$ cat config.mk
export PLATFORM = sky130hd
export DESIGN_NAME = mem_access_stage
export DESIGN_NICKNAME = d
export VERILOG_FILES = /design/src/rtl/struct_pckg.sv /design/src/rtl/load_align.sv /design/src/rtl/mem_access_stage.sv
export SDC_FILE = /design/constraint.sdc
export NUM_CORES = 1
export LEC_CHECK = 0
export ABC_CLOCK_PERIOD_IN_PS = 2150
export BUFFER_PORTS_ARGS = -buffer_cell sky130_fd_sc_hd__buf_4
export CAP_MARGIN = 20
export CELL_PAD_IN_SITES_DETAIL_PLACEMENT = 1
export CELL_PAD_IN_SITES_GLOBAL_PLACEMENT = 1
export CORE_AREA = 2 2 302 304
export CTS_BUF_LIST = sky130_fd_sc_hd__clkbuf_8
export DETAILED_ROUTE_END_ITERATION = 10
export DIE_AREA = 0 0 304 306
export PLACE_DENSITY_LB_ADDON = 0.25
export SLEW_MARGIN = 10
export SYNTH_ARGS = -nofsm -noshare
export SYNTH_HDL_FRONTEND = slang
export SYNTH_SLANG_ARGS = --single-unit
export TNS_END_PERCENT = 5
$ cat constraint.sdc
create_clock -name clk -period 2.15 [get_ports clk]
set_input_delay 0.1075 -clock clk [delete_from_list [all_inputs] [get_ports clk]]
set_output_delay 0.1075 -clock clk [all_outputs]
set_load 0.02 [all_outputs]
$ cat src/rtl/struct_pckg.sv
// Shared pipeline types: the EX->MEM->WB bundle, memory width encodings,
// the memory-stage state enum and small helpers shared by the stage and
// its load-alignment sub-block.
package struct_pckg;

  typedef struct packed {
    logic        is_valid;
    logic [63:0] pc;
    logic        mem_rd;
    logic        mem_wr;
    logic        mem_ext;
    logic [3:0]  mem_req_unit;
    logic [7:0]  mem_wr_en;
    logic [63:0] mem_addr;
    logic [63:0] mem_data;
    logic        rf_wr;
    logic [4:0]  rf_wr_addr;
    logic [63:0] rf_wr_data;
  } interconnection_struct;

  // One-hot access widths carried in mem_req_unit.
  localparam logic [3:0] MEM_UNIT_B = 4'b0001;
  localparam logic [3:0] MEM_UNIT_H = 4'b0010;
  localparam logic [3:0] MEM_UNIT_W = 4'b0100;
  localparam logic [3:0] MEM_UNIT_D = 4'b1000;

  typedef enum logic [1:0] {
    IDLE   = 2'd0,
    REQ    = 2'd1,
    WAIT_R = 2'd2,
    DRAIN  = 2'd3
  } mem_state_e;

  // Byte-lane mask of an access at offset 0.
  function automatic logic [7:0] unit_mask(input logic [3:0] unit);
    case (unit)
      MEM_UNIT_B: unit_mask = 8'h01;
      MEM_UNIT_H: unit_mask = 8'h03;
      MEM_UNIT_W: unit_mask = 8'h0F;
      default:    unit_mask = 8'hFF;
    endcase
  endfunction

  // An access must sit on a boundary of its own size.
  function automatic logic is_misaligned(input logic [3:0] unit, input logic [2:0] off);
    case (unit)
      MEM_UNIT_B: is_misaligned = 1'b0;
      MEM_UNIT_H: is_misaligned = off[0];
      MEM_UNIT_W: is_misaligned = |off[1:0];
      default:    is_misaligned = |off;
    endcase
  endfunction

endpackage

$ cat src/rtl/load_align.sv
// Load-data alignment: moves the addressed lanes down to bit 0, trims to
// the access width and sign- or zero-extends to 64 bits. Combinational so
// it can also sit on a store-forwarding path.
module load_align
  import struct_pckg::*;
(
  input  logic [63:0] i_rdata,
  input  logic [2:0]  i_off,
  input  logic [3:0]  i_unit,
  input  logic        i_ext,
  output logic [63:0] o_data
);

  logic [63:0] w_shifted;

  // Shift to lane 0, then trim and extend according to the access width.
  always_comb begin
    // NOTE: every output of a combinational block gets a default first, so
    // no path through the case can leave it unassigned and infer a latch.
    w_shifted = i_rdata >> {i_off, 3'b000};
    o_data    = w_shifted;
    case (i_unit)
      MEM_UNIT_B: o_data = {{56{i_ext & w_shifted[7]}},  w_shifted[7:0]};
      MEM_UNIT_H: o_data = {{48{i_ext & w_shifted[15]}}, w_shifted[15:0]};
      MEM_UNIT_W: o_data = {{32{i_ext & w_shifted[31]}}, w_shifted[31:0]};
      default:    o_data = w_shifted;
    endcase
  end

endmodule

$ cat src/rtl/mem_access_stage.sv
// Memory-access pipeline stage. Takes the EX bundle, runs one load or store
// on the data-memory req/gnt/rvalid port, aligns load data into rf_wr_data
// and hands the bundle to WB. EX is stalled (mem_ready_o=0) whenever a
// transaction is in flight.
module mem_access_stage
  import struct_pckg::*;
#(
  parameter int ADDR_W = 64,
  parameter int DATA_W = 64
) (
  input  logic                  clk,
  input  logic                  rst_n,
  input  interconnection_struct ex_mem_i,
  output logic                  mem_ready_o,
  input  logic                  flush_i,
  output logic                  dm_req_o,
  output logic                  dm_we_o,
  output logic [7:0]            dm_be_o,
  output logic [ADDR_W-1:0]     dm_addr_o,
  output logic [DATA_W-1:0]     dm_wdata_o,
  input  logic                  dm_gnt_i,
  input  logic                  dm_rvalid_i,
  input  logic [DATA_W-1:0]     dm_rdata_i,
  output interconnection_struct mem_wb_o,
  output logic                  misalign_o
);

  mem_state_e            r_state;
  interconnection_struct r_op;
  interconnection_struct r_wb;
  logic                  r_misalign;
  logic                  r_req;
  logic                  r_we;
  logic [7:0]            r_be;
  logic [ADDR_W-1:0]     r_addr;
  logic [DATA_W-1:0]     r_wdata;

  logic [2:0]            w_in_off;
  logic                  w_in_mem;
  logic                  w_accept;
  logic [7:0]            w_be;
  logic [DATA_W-1:0]     w_wdata;
  logic [63:0]           w_load_data;

  // Request fields of the incoming bundle: byte lanes and data moved to the
  // addressed offset.
  assign w_in_off = ex_mem_i.mem_addr[2:0];
  assign w_in_mem = ex_mem_i.mem_rd | ex_mem_i.mem_wr;
  assign w_accept = ex_mem_i.is_valid & ~flush_i;
  assign w_be     = unit_mask(ex_mem_i.mem_req_unit) << w_in_off;
  assign w_wdata  = ex_mem_i.mem_data << {w_in_off, 3'b000};

  load_align u_load_align (
    .i_rdata (dm_rdata_i),
    .i_off   (r_op.mem_addr[2:0]),
    .i_unit  (r_op.mem_req_unit),
    .i_ext   (r_op.mem_ext),
    .o_data  (w_load_data)
  );

  // Transaction FSM; all memory-port and WB outputs are registered here.
  always_ff @(posedge clk or negedge rst_n) begin
    if (!rst_n) begin
      r_state    <= IDLE;
      r_op       <= '0;
      r_wb       <= '0;
      r_misalign <= 1'b0;
      r_req      <= 1'b0;
      r_we       <= 1'b0;
      r_be       <= '0;
      r_addr     <= '0;
      r_wdata    <= '0;
    end else begin
      // NOTE: state updates use non-blocking assignments so every register
      // samples the pre-edge values; a later assignment to the same field
      // in this block (e.g. is_valid below) simply overrides the default.
      r_wb.is_valid <= 1'b0;
      r_misalign    <= 1'b0;
      case (r_state)
        IDLE: begin
          if (w_accept) begin
            if (!w_in_mem) begin
              r_wb <= ex_mem_i;
            end else if (is_misaligned(ex_mem_i.mem_req_unit, w_in_off)) begin
              // Dropped access still retires so the pipeline stays in order,
              // but it must not write the register file.
              r_wb       <= ex_mem_i;
              r_wb.rf_wr <= 1'b0;
              r_misalign <= 1'b1;
            end else begin
              r_op    <= ex_mem_i;
              r_req   <= 1'b1;
              r_we    <= ex_mem_i.mem_wr;
              r_be    <= w_be;
              r_addr  <= ex_mem_i.mem_addr[ADDR_W-1:0];
              r_wdata <= w_wdata;
              r_state <= REQ;
            end
          end
        end
        REQ: begin
          if (dm_gnt_i) begin
            r_req <= 1'b0;
            if (flush_i) begin
              // A granted load still owes a data beat that must be absorbed.
              r_state <= r_we ? IDLE : DRAIN;
            end else if (r_we) begin
              r_wb    <= r_op;
              r_state <= IDLE;
            end else begin
              r_state <= WAIT_R;
            end
          end else if (flush_i) begin
            r_req   <= 1'b0;
            r_state <= IDLE;
          end
        end
        WAIT_R: begin
          if (flush_i) begin
            r_state <= dm_rvalid_i ? IDLE : DRAIN;
          end else if (dm_rvalid_i) begin
            r_wb            <= r_op;
            r_wb.rf_wr_data <= w_load_data;
            r_state         <= IDLE;
          end
        end
        DRAIN: begin
          if (dm_rvalid_i) begin
            r_state <= IDLE;
          end
        end
        default: r_state <= IDLE;
      endcase
    end
  end

  assign mem_ready_o = (r_state == IDLE);
  assign dm_req_o    = r_req;
  assign dm_we_o     = r_we;
  assign dm_be_o     = r_be;
  assign dm_addr_o   = r_addr;
  assign dm_wdata_o  = r_wdata;
  assign mem_wb_o    = r_wb;
  assign misalign_o  = r_misalign;

endmodule
==> results of run 1 <==
-- worst register-to-register path: stages (launching register included) --
cell	delay [ps]
dfrtp_4	550
mux2i_1	180
mux4_2	530
o32a_1	400
a31oi_2	190
buf_12	220
a221o_1	190
-- timing repair --
| item | in CTS | in global routing |
|---|---|---|
| setup endpoints to repair | 67 | 382 |
| hold buffers | 316 | 0 |
| setup buffers | 2 | 0 |
| resized for setup | 8 | 12 |
| gates cloned | 0 | 0 |
| hold endpoints to repair | 1248 | 0 |
| pin swaps | 1 | 0 |
-- final timing paths --
kind / slack (ps) / endpoint / depth (start not counted)
worst max-delay path: -190 / mem_wb_o[61] / 6
min in group clk: 90 / r_op[42] / 4
worst min register to register: 460 / r_op[222] / 2
worst min-delay path: 50 / dm_wdata_o[42] / 3
max in group asynchronous: 1520 / mem_wb_o[107] / 3
worst max register to register: -190 / mem_wb_o[61] / 6
-- stage by stage --
stage	power (W)	std cells	hold WS [ps]	worst slack (ps)	utilization [%]
floorplan	0.0349	2995	-188	-1.90	-
global placement	0.0467	4838	54.5	-244	42.3
detailed placement	0.0472	4838	61.8	-246	42.3
CTS	0.0596	5351	0.0184	-178	48.5
global route	0.0627	5362	-1.40	-253	48.6
finish	0.0596	5365	46.3	-190	48.6
-- power breakdown --
group | switching, W | leakage [nW] | internal (W)
clock | 0.00529 | 1.30 | 0.00614
combinational | 0.0148 | 12.2 | 0.0119
sequential | 0.00404 | 7.98 | 0.0174
total | 0.0241 | 21.4 | 0.0355
-- metal layers --
layer / track usage, % / vias to the layer above / part of all wire (%)
li1: - / 12600 / -
met1: 35.7 / 14700 / 41
met2: 45.9 / 1107 / 48
met3: 5.59 / 323 / 5.8
met4: 13.3 / 0 / 5.1
met5: 0 / - / 0
-- final cells by class --
class	instances	area, sq um	area share, %
clock buffers	149	2050	4.71
diodes	14	35.0	0.0805
repair buffers	1293	11200	25.8
inverters	9	33.8	0.0776
well taps	1176	1470	3.38
clock inverters	46	219	0.503
flip-flops and latches	632	15800	36.4
multi-input cells	2046	12700	29.1
-- cells in the final DEF (no fill, tap or decap), drive strengths merged, types with 10 or more instances in the layout --
master / instances
buf: 978
nand2: 959
dfrtp: 632
dlygate4sd3: 315
a221o: 258
and2: 222
clkbuf: 149
o21ai: 111
mux2i: 76
a21oi: 45
nor2: 43
inv: 42
mux4: 40
a32o: 32
a211oi: 32
nor2b: 28
a31oi: 25
nand3: 21
o2bb2ai: 18
nand2b: 18
a31o: 15
a211o: 15
a2bb2oi: 15
diode: 14
clkinv: 12
mux2: 10
o21a: 10
-- Yosys cell counts, drive strengths merged, types with 2 or more instances --
cell type | count | share of area, %
a31o | 15 | 0.44
o31ai | 3 | 0.075
o2bb2ai | 18 | 0.52
nor4b | 2 | 0.058
mux2i | 76 | 2.5
o211ai | 2 | 0.067
mux2 | 10 | 0.37
dfrtp | 632 | 53
a21oi | 45 | 0.76
inv | 9 | 0.11
buf | 177 | 4.0
nand2b | 18 | 0.37
and3 | 3 | 0.062
nand2 | 959 | 12
nor3 | 7 | 0.19
a21o | 3 | 0.075
and2 | 222 | 4.6
a2bb2oi | 15 | 0.44
a22oi | 2 | 0.050
a211oi | 32 | 0.80
xnor2 | 3 | 0.087
o221ai | 9 | 0.26
nor4bb | 3 | 0.10
a31oi | 25 | 0.54
o21a | 10 | 0.25
o21ai | 111 | 1.8
nand3 | 21 | 0.35
mux4 | 40 | 3.0
nor3b | 3 | 0.075
or2 | 3 | 0.062
nor2 | 43 | 0.55
a32o | 32 | 1.1
clkbuf | 131 | 1.6
a221oi | 2 | 0.12
a211o | 15 | 0.44
a221o | 258 | 8.6
nor2b | 28 | 0.61
-- sequential cells by signal, summed over array words and instances (netlist names) --
name        flops
mem_wb_o      278
r_op          213
dm_addr_o      64
dm_wdata_o     64
dm_be_o         8
r_state         2
dm_req_o        1
dm_we_o         1
misalign_o      1
-- cells by family after synthesis --
kind of cell | share of synthesized area (%)
compound gates | 16.5
simple gates | 19.1
flops | 52.6
xor+xnor | 0.117
buf+inv | 5.76
mux | 5.90
==> summary.md, run 1 <==
| Metric | Value |
|---|---|
| Fin crit share | 109% |
| DRC errors left | 0 |
| R2r startpoint | dm_addr_o[0] |
| Yosys Warn Count | 0 |
| Vias in the first global route | between 30,000 and 40,000 |
| CP max-delay cell | dfrtp_4 |
| Net Count, Synth | 3,342 |
| Setup TNS | -6480 ps |
| Power per cell area | 1370 nW/um^2 |
| Fillers | between 10,000 and 15,000 |
| HP Class | input pin to asynchronous set/reset pin |
| CP arrival | slightly above 3000 ps |
| Largest net degree at the start of global routing | between 100 and 150 |
| Share of cells above drive strength 1 | between 20% and 30% |
| WS Path Type | register to register |
| Layout overhead on the synthesized area | 44.7% |
| Starting utilization of the core area | 33.6% |
| Final setup fails | 56 |
| RSZ-0062 raised after global routing | yes |
| Final net count | 4,441 |
| Largest stage delay, worst path | about 550 ps |
| Fmax achieved | around 430 MHz |
| Worst-path clk slew | 60 ps |
| Sink Count | 632 |
| Final WS setup | -190 ps |
| Vias per cell | around 5.4 |
| Horiz. Die Dim | ~300 microns |
| Num CTS Buffers | approximately 110 |
| Pre-antenna DRT Iters | 7 |
| Leakage | ~21 nW |
| Post-synthesis sequential area ratio | 52.6% |
| Drt wl/cell | 24.8 microns |
| Die ar. | 93,000 sq um |
| Tot GR Track Use | 28.0% |
| Drt total wl | 133 mm |
| Outcome | finished with violations |
| Failing checks | negative setup slack |
| Async SR Flop Fraction | 100% |
| Capturing element type of the critical path | register |
| First-pass GRT wire length | approximately 200 mm |
| IO Count | 765 |
| Post-synth EDFFs | 0 |
| Clk Latency, worst-skew pair | a little under 800 ps |
| Post-route ant nets | 0 |
| Post-place instance area | 37,900 sq um |
| Via count | a little under 30,000 |
| Die height | between 300 and 400 microns |
| Row Count | between 100 and 150 |
| Kind of cell adding the most delay to the critical path | compound AO/OA/AOI/OAI gates |
| Rel. slew slack | ~54% |
| Core footprint | 89,600 sq um |
| Synth Instances | around 3,000 |
| Initial DRC Count | approximately 2,200 |
| Initial antenna violation count | 12 |
| CP cell instances | mux2i_1 > mux4_2 > o32a_1 > a31oi_2 > buf_12 > a221o_1 |
| Min Clock Period, post-route | ~2300 ps |
| Synthesized flop and latch total | 632 |
| Htree depth | 3 |
| Mapped Area | about 30,000 sq um |
| Peak supply drop | around 750 uV |
| Worst Path Max Fanout | 32 |
| Number of library cell types mapped by synthesis | 60 |
| CTS tree | built |
| Critical path startpoint | dm_addr_o[0] |
| Detail Placement HPWL | 94.2 mm |
| Port bufs | approximately 760 |
| Worst slew pin tran | between 600 and 700 ps |
| Dominant synthesized flop cell | dfrtp_1 |
| GRT Residual Overflow | 0 |
| Design area | around 44,000 sq um |
| Syn Area/Cell | around 10 sq um |
| Final hold viol count | 0 |
| CTS root buf | clkbuf_8 |
| Setup Skew | between 30 and 40 ps |
| Startpoint Class | register |
| Max-cap violations | 0 |
| Longest Clk Path Bufs | 3 |
| Worst EP required | approximately 2800 ps |
| GP Congestion | approximately 0.9 |
| Fin. max-slew vios | 0 |
| Crit path buf inv count | 1 |
(Power assumes the default switching activity.)
==> run 2: changes to the inputs <==
CORE_AREA = 4 4 295 297   (was 2 2 302 304)
DIE_AREA = 0 0 299 301   (was 0 0 304 306)
SKIP_CTS_REPAIR_TIMING = 1   (was not set)
==> run 2 against run 1 <==
  * The run still ends with negative setup slack left
  * Routed wire length is 1.9% higher
  * Design area is 0.50% higher
  * First-iteration DRC count is 0.37% higher
  * Largest cell class unchanged
  * Largest power group unchanged
==> summary.md, run 2 (synthesized netlist as in run 1, its figures left out) <==
| Metric | Value |
|---|---|
| Largest stage delay, worst path | 560 ps |
| WS Path Type | register to register |
| IO Count | ~770 |
| Tot GR Track Use | approximately 27% |
| Worst Hold End | mem_wb_o[32] |
| Htree depth | 3 |
| Port bufs | roughly 760 |
| Largest net degree at the start of global routing | between 80 and 90 |
| Detail Placement HPWL | roughly 94 mm |
| GP Congestion | 0.952 |
| Initial antenna violation count | 19 |
| Post-route ant nets | 0 |
| Outcome | finished with violations |
| Row Count | 107 |
| Fillers | approximately 9,400 |
| Final net count | 4,429 |
| RSZ-0062 raised after global routing | yes |
| Min-delay src | dm_rdata_i[48] |
| Max-cap violations | 0 |
| Worst-path clk slew | ~60 ps |
| First-pass GRT wire length | about 190 mm |
| Rel. slew slack | between 50% and 60% |
| Worst Path Max Fanout | 32 |
| Clk Latency, worst-skew pair | 750 ps |
| Commonest non-fill, non-tap cell in the layout | nand2_1 |
| Longest Clk Path Bufs | 3 |
| Die height | 301 microns |
| CP max-delay cell | dfrtp_4 |
| Die ar. | ~90,000 sq um |
| Capturing element type of the critical path | register |
| Setup Skew | about 63 ps |
| Share of cells above drive strength 1 | roughly 30% |
| Leakage | roughly 22 nW |
| Fmax achieved | between 400 and 500 MHz |
| Pre-antenna DRT Iters | 5 |
| Vias per cell | around 5.5 |
| Horiz. Die Dim | between 200 and 300 microns |
| Final setup fails | between 50 and 60 |
| GRT Residual Overflow | 0 |
| CP arrival | around 3000 ps |
| Final hold viol count | 0 |
| Fin crit share | 109% |
| Drt total wl | 135 mm |
| Reg-to-reg endpoint | mem_wb_o[50] |
| Register-to-register path setup slack | -190 ps |
| Drt wl/cell | 25.3 microns |
| Design area | around 44,000 sq um |
| HP Class | input pin to register |
| Via count | between 20,000 and 30,000 |
| Hold path depth | 5 |
| Fin. max-slew vios | 0 |
| Max reg flops | 278 |
| Core footprint | between 80,000 and 90,000 sq um |
| Worst EP required | 2810 ps |
| Peak supply drop | slightly below 800 uV |
| Starting utilization of the core area | 35.5% |
| Startpoint Class | register |
| Power per cell area | between 1000 and 1500 nW/um^2 |
| DRC errors left | 0 |
| R2r startpoint | dm_addr_o[0] |
| Layout overhead on the synthesized area | 45.4% |
| Min Clock Period, post-route | roughly 2300 ps |
| CP cell instances | mux2i_1 > mux4_2 > o32a_1 > a31oi_2 > buf_12 > a221o_1 |
| CTS root buf | clkbuf_8 |
| Most frequent cells in the layout | nand2_1, buf_4, dfrtp_1 |
| CTS tree | built |
| Worst slew pin tran | between 700 and 800 ps |
| Final WS setup | -190 ps |
| Initial DRC Count | between 2,000 and 2,500 |
| Vias in the first global route | between 20,000 and 30,000 |
| Sink Count | around 630 |
| Failing checks | negative setup slack |
| Cell count of the worst reg-to-reg path | 6 |
| Post-place instance area | between 30,000 and 40,000 sq um |
| Finished Core Util | between 50% and 60% |
| Num CTS Buffers | approximately 120 |
-- run 2: worst max path at each step --
stage / from / endpoint / slack, ps
floorplan: dm_addr_o[0] / mem_wb_o[3] / -2
global placement: dm_addr_o[0] / mem_wb_o[3] / -280
detailed placement: dm_addr_o[0] / mem_wb_o[3] / -290
CTS: dm_addr_o[0] / mem_wb_o[3] / -320
global route: dm_addr_o[0] / mem_wb_o[50] / -240
finish: dm_addr_o[0] / mem_wb_o[50] / -190
-- run 2: power breakdown --
part | switching, W | internal (W) | total [W]
combinational | 0.0150 | 0.0120 | 0.0270
clock | 0.00562 | 0.00700 | 0.0126
sequential | 0.00411 | 0.0174 | 0.0215
total | 0.0247 | 0.0364 | 0.0611
-- run 2: metrics by stage --
| step | setup TNS, ps | cells | total power [W] | setup WS, ps | hold slack [ps] |
|---|---|---|---|---|---|
| 5_1_grt | -9960 | 5339 | 0.0641 | -242 | -2.12 |
| 3_5_place_dp | -14970 | 4809 | 0.0473 | -294 | 67.8 |
| 3_3_place_gp | -8570 | 4809 | 0.0466 | -279 | 70.2 |
| 6_report | -6690 | 5343 | 0.0611 | -190 | 15.8 |
| 2_1_floorplan | -3.80 | 2995 | 0.0349 | -1.90 | -188 |
| 4_1_cts | -7100 | 5024 | 0.0601 | -322 | -761 |
-- run 2: metal layers --
metal,up-vias,part of all wire [%],GRT usage [%]
li1,12600,-,-
met1,14900,40,35.0
met2,1278,49,44.7
met3,341,6.6,5.75
met4,6,5.0,12.9
met5,-,0.025,0
-- run 2: layout make-up --
cell class,count,area (sq um),share of cell area [%]
clock buffers,153,2110,4.82
multi-input cells,2046,12700,29.0
flip-flops and latches,632,15800,36.2
repair buffers,1278,11200,25.5
inverters,9,33.8,0.0773
diodes,19,47.5,0.109
well taps,1144,1430,3.27
clock inverters,62,448,1.02
-- run 2: worst max-delay path, delay by kind of cell (launching register included) --
family                 cells  cell delay, ps
muxes                      2             700
buffers and inverters      1             230
DFF                        1             560
AOI/OAI and AO/OA          3             770
==> run 3: changes to the inputs <==
MAX_ROUTING_LAYER = met4   (was not set)
REMOVE_ABC_BUFFERS = 1   (was not set)
==> run 3 against run 2 <==
  * Sequential power hardly changed
  * Count of clock-buffer cells in the layout is 2 higher
  * Total power is 0.98% lower
  * Highest routed layer is now met4
  * Largest cell class unchanged
  * Critical path type unchanged
  * The run ends with negative hold slack, negative setup slack left
  * Combinational power hardly changed
  * Via count is 2.3% lower
==> summary.md, run 3 (synthesized netlist as in run 1, its figures left out) <==
| Metric | Value |
|---|---|
| Setup WS pre-CTS | -178 ps |
| Vias per cell | 5.36 |
| Htree depth | 3 |
| Register-to-register path setup slack | -160 ps |
| Detail Placement HPWL | about 87 mm |
| Worst Path Max Fanout | 32 |
| Hold WS | -23.9 ps |
| Setup TNS | -4760 ps |
| Sink Count | ~630 |
| IO Count | 765 |
| Fillers | around 9,400 |
| HP Class | input pin to register |
| Port bufs | between 700 and 800 |
| Initial antenna violation count | 17 |
| Failing checks | negative hold slack, negative setup slack |
| Min-delay src | ex_mem_i[134] |
| Cell count of the worst reg-to-reg path | 6 |
| DRC errors left | 0 |
| Initial DRC Count | 1,754 |
| WS Path Type | register to register |
| Worst Hold End | dm_be_o[1] |
| Worst slew pin tran | 734 ps |
| Outcome | finished with violations |
| Capturing element type of the critical path | register |
| First-pass GRT wire length | 183 mm |
| Leakage | approximately 21 nW |
| Setup Skew | ~31 ps |
| Row Count | ~110 |
| Total power | approximately 0.060 W |
| Fin crit share | 107% |
| CTS tree | built |
| RSZ-0062 raised after global routing | yes |
| Peak supply drop | approximately 740 uV |
| Final hold viol count | 1 |
| Min Clock Period, post-route | approximately 2300 ps |
| R2r startpoint | dm_addr_o[0] |
| Share of cells above drive strength 1 | about 30% |
| Rel. slew slack | between 50% and 60% |
| Core footprint | ~85,000 sq um |
| Final setup fails | 46 |
| Startpoint Class | register |
| Horiz. Die Dim | about 300 microns |
| Die height | about 300 microns |
| Starting utilization of the core area | between 30% and 40% |
| Drt wl/cell | roughly 24 microns |
| Vias in the first global route | roughly 28,000 |
| Worst EP required | roughly 2800 ps |
| Hold path depth | 4 |
| Longest Clk Path Bufs | 3 |
| Max reg flops | about 280 |
| Die ar. | ~90,000 sq um |
| Largest net degree at the start of global routing | 97 |
| Final WS setup | -160 ps |
| Most frequent cells in the layout | nand2_1, buf_4, dfrtp_1 |
| Multi-input gate area | roughly 13,000 sq um |
| Post-route ant nets | 0 |
| Power per cell area | between 1000 and 1500 nW/um^2 |
| CTS root buf | clkbuf_8 |
| Reg-to-reg endpoint | mem_wb_o[46] |
| Tot GR Track Use | between 20% and 30% |
| Max-cap violations | 0 |
| Fmax achieved | about 430 MHz |
| CP arrival | between 2000 and 3000 ps |
| GP Congestion | ~0.9 |
| Clk Latency, worst-skew pair | ~750 ps |
| Final net count | 4,408 |
| GRT Residual Overflow | 0 |
| Worst-path clk slew | around 60 ps |
| Drt total wl | about 130 mm |
| Flip-flop and latch area | 15,800 sq um |
| Fin. max-slew vios | 0 |
| Layout overhead on the synthesized area | 44.9% |
| Via count | 28,500 |
| Num CTS Buffers | 114 |
| Commonest non-fill, non-tap cell in the layout | nand2_1 |
| Pre-antenna DRT Iters | 7 |
-- run 3: changes by cell type in the layout (fill, tap and decap cells not counted), sizes merged --
cell         delta
bufinv          -2
dlygate4sd3     +2
buf            -21
inv             -3
diode           -1
clkbuf          +1
clkinv          +3
-- run 3: report_power, final --
group	internal, W	switching [W]
clock network	0.00679	0.00555
registers	0.0174	0.00392
logic	0.0121	0.0147
-- run 3: worst max-delay path by stage --
stage                       startpoint      endpoint  slack [ps]  depth (start not counted)
after global placement    dm_addr_o[0]   mem_wb_o[3]        -180                          7
after floorplan             r_state[0]    dm_be_o[1]      -17900                          5
final                     dm_addr_o[0]  mem_wb_o[46]        -160                          6
after CTS                 dm_addr_o[0]   mem_wb_o[3]        -180                          7
after global routing      dm_addr_o[0]  mem_wb_o[46]        -230                          6
after detailed placement  dm_addr_o[0]   mem_wb_o[3]        -180                          7
-- run 3: area by class of cell --
cell class	count	area share, %
diodes	18	0.103
inverters	9	0.0775
flip-flops and latches	632	36.3
well taps	1144	3.28
clock buffers	155	4.90
multi-input cells	2046	29.2
clock inverters	60	0.856
repair buffers	1258	25.2
-- run 3: worst max-delay path, cell delays in order, from the launching register on --
cell	delay [ps]
dfrtp_4	560
mux2i_1	170
mux4_2	500
o32a_1	410
a31oi_4	170
buf_12	220
a221o_1	190
-- run 3: metal layers --
layer | GRT usage (%) | part of all wire (%) | vias up
met1 | 33.2 | 40 | 14600
met5 | - | 0 | -
met2 | 43.6 | 49 | 1076
met3 | 6.52 | 7.1 | 252
met4 | 9.38 | 3.7 | 0
li1 | - | - | 12600
-- run 3: per-stage QoR --
| step | instance area, sq um | cells | util, % |
|---|---|---|---|
| floorplan | 28400 | 2687 | - |
| global placement | 37800 | 4791 | 44.7 |
| detailed placement | 37800 | 4791 | 44.7 |
| CTS | 40300 | 5006 | 47.7 |
| global route | 43600 | 5321 | 51.5 |
| finish | 43600 | 5322 | 51.5 |
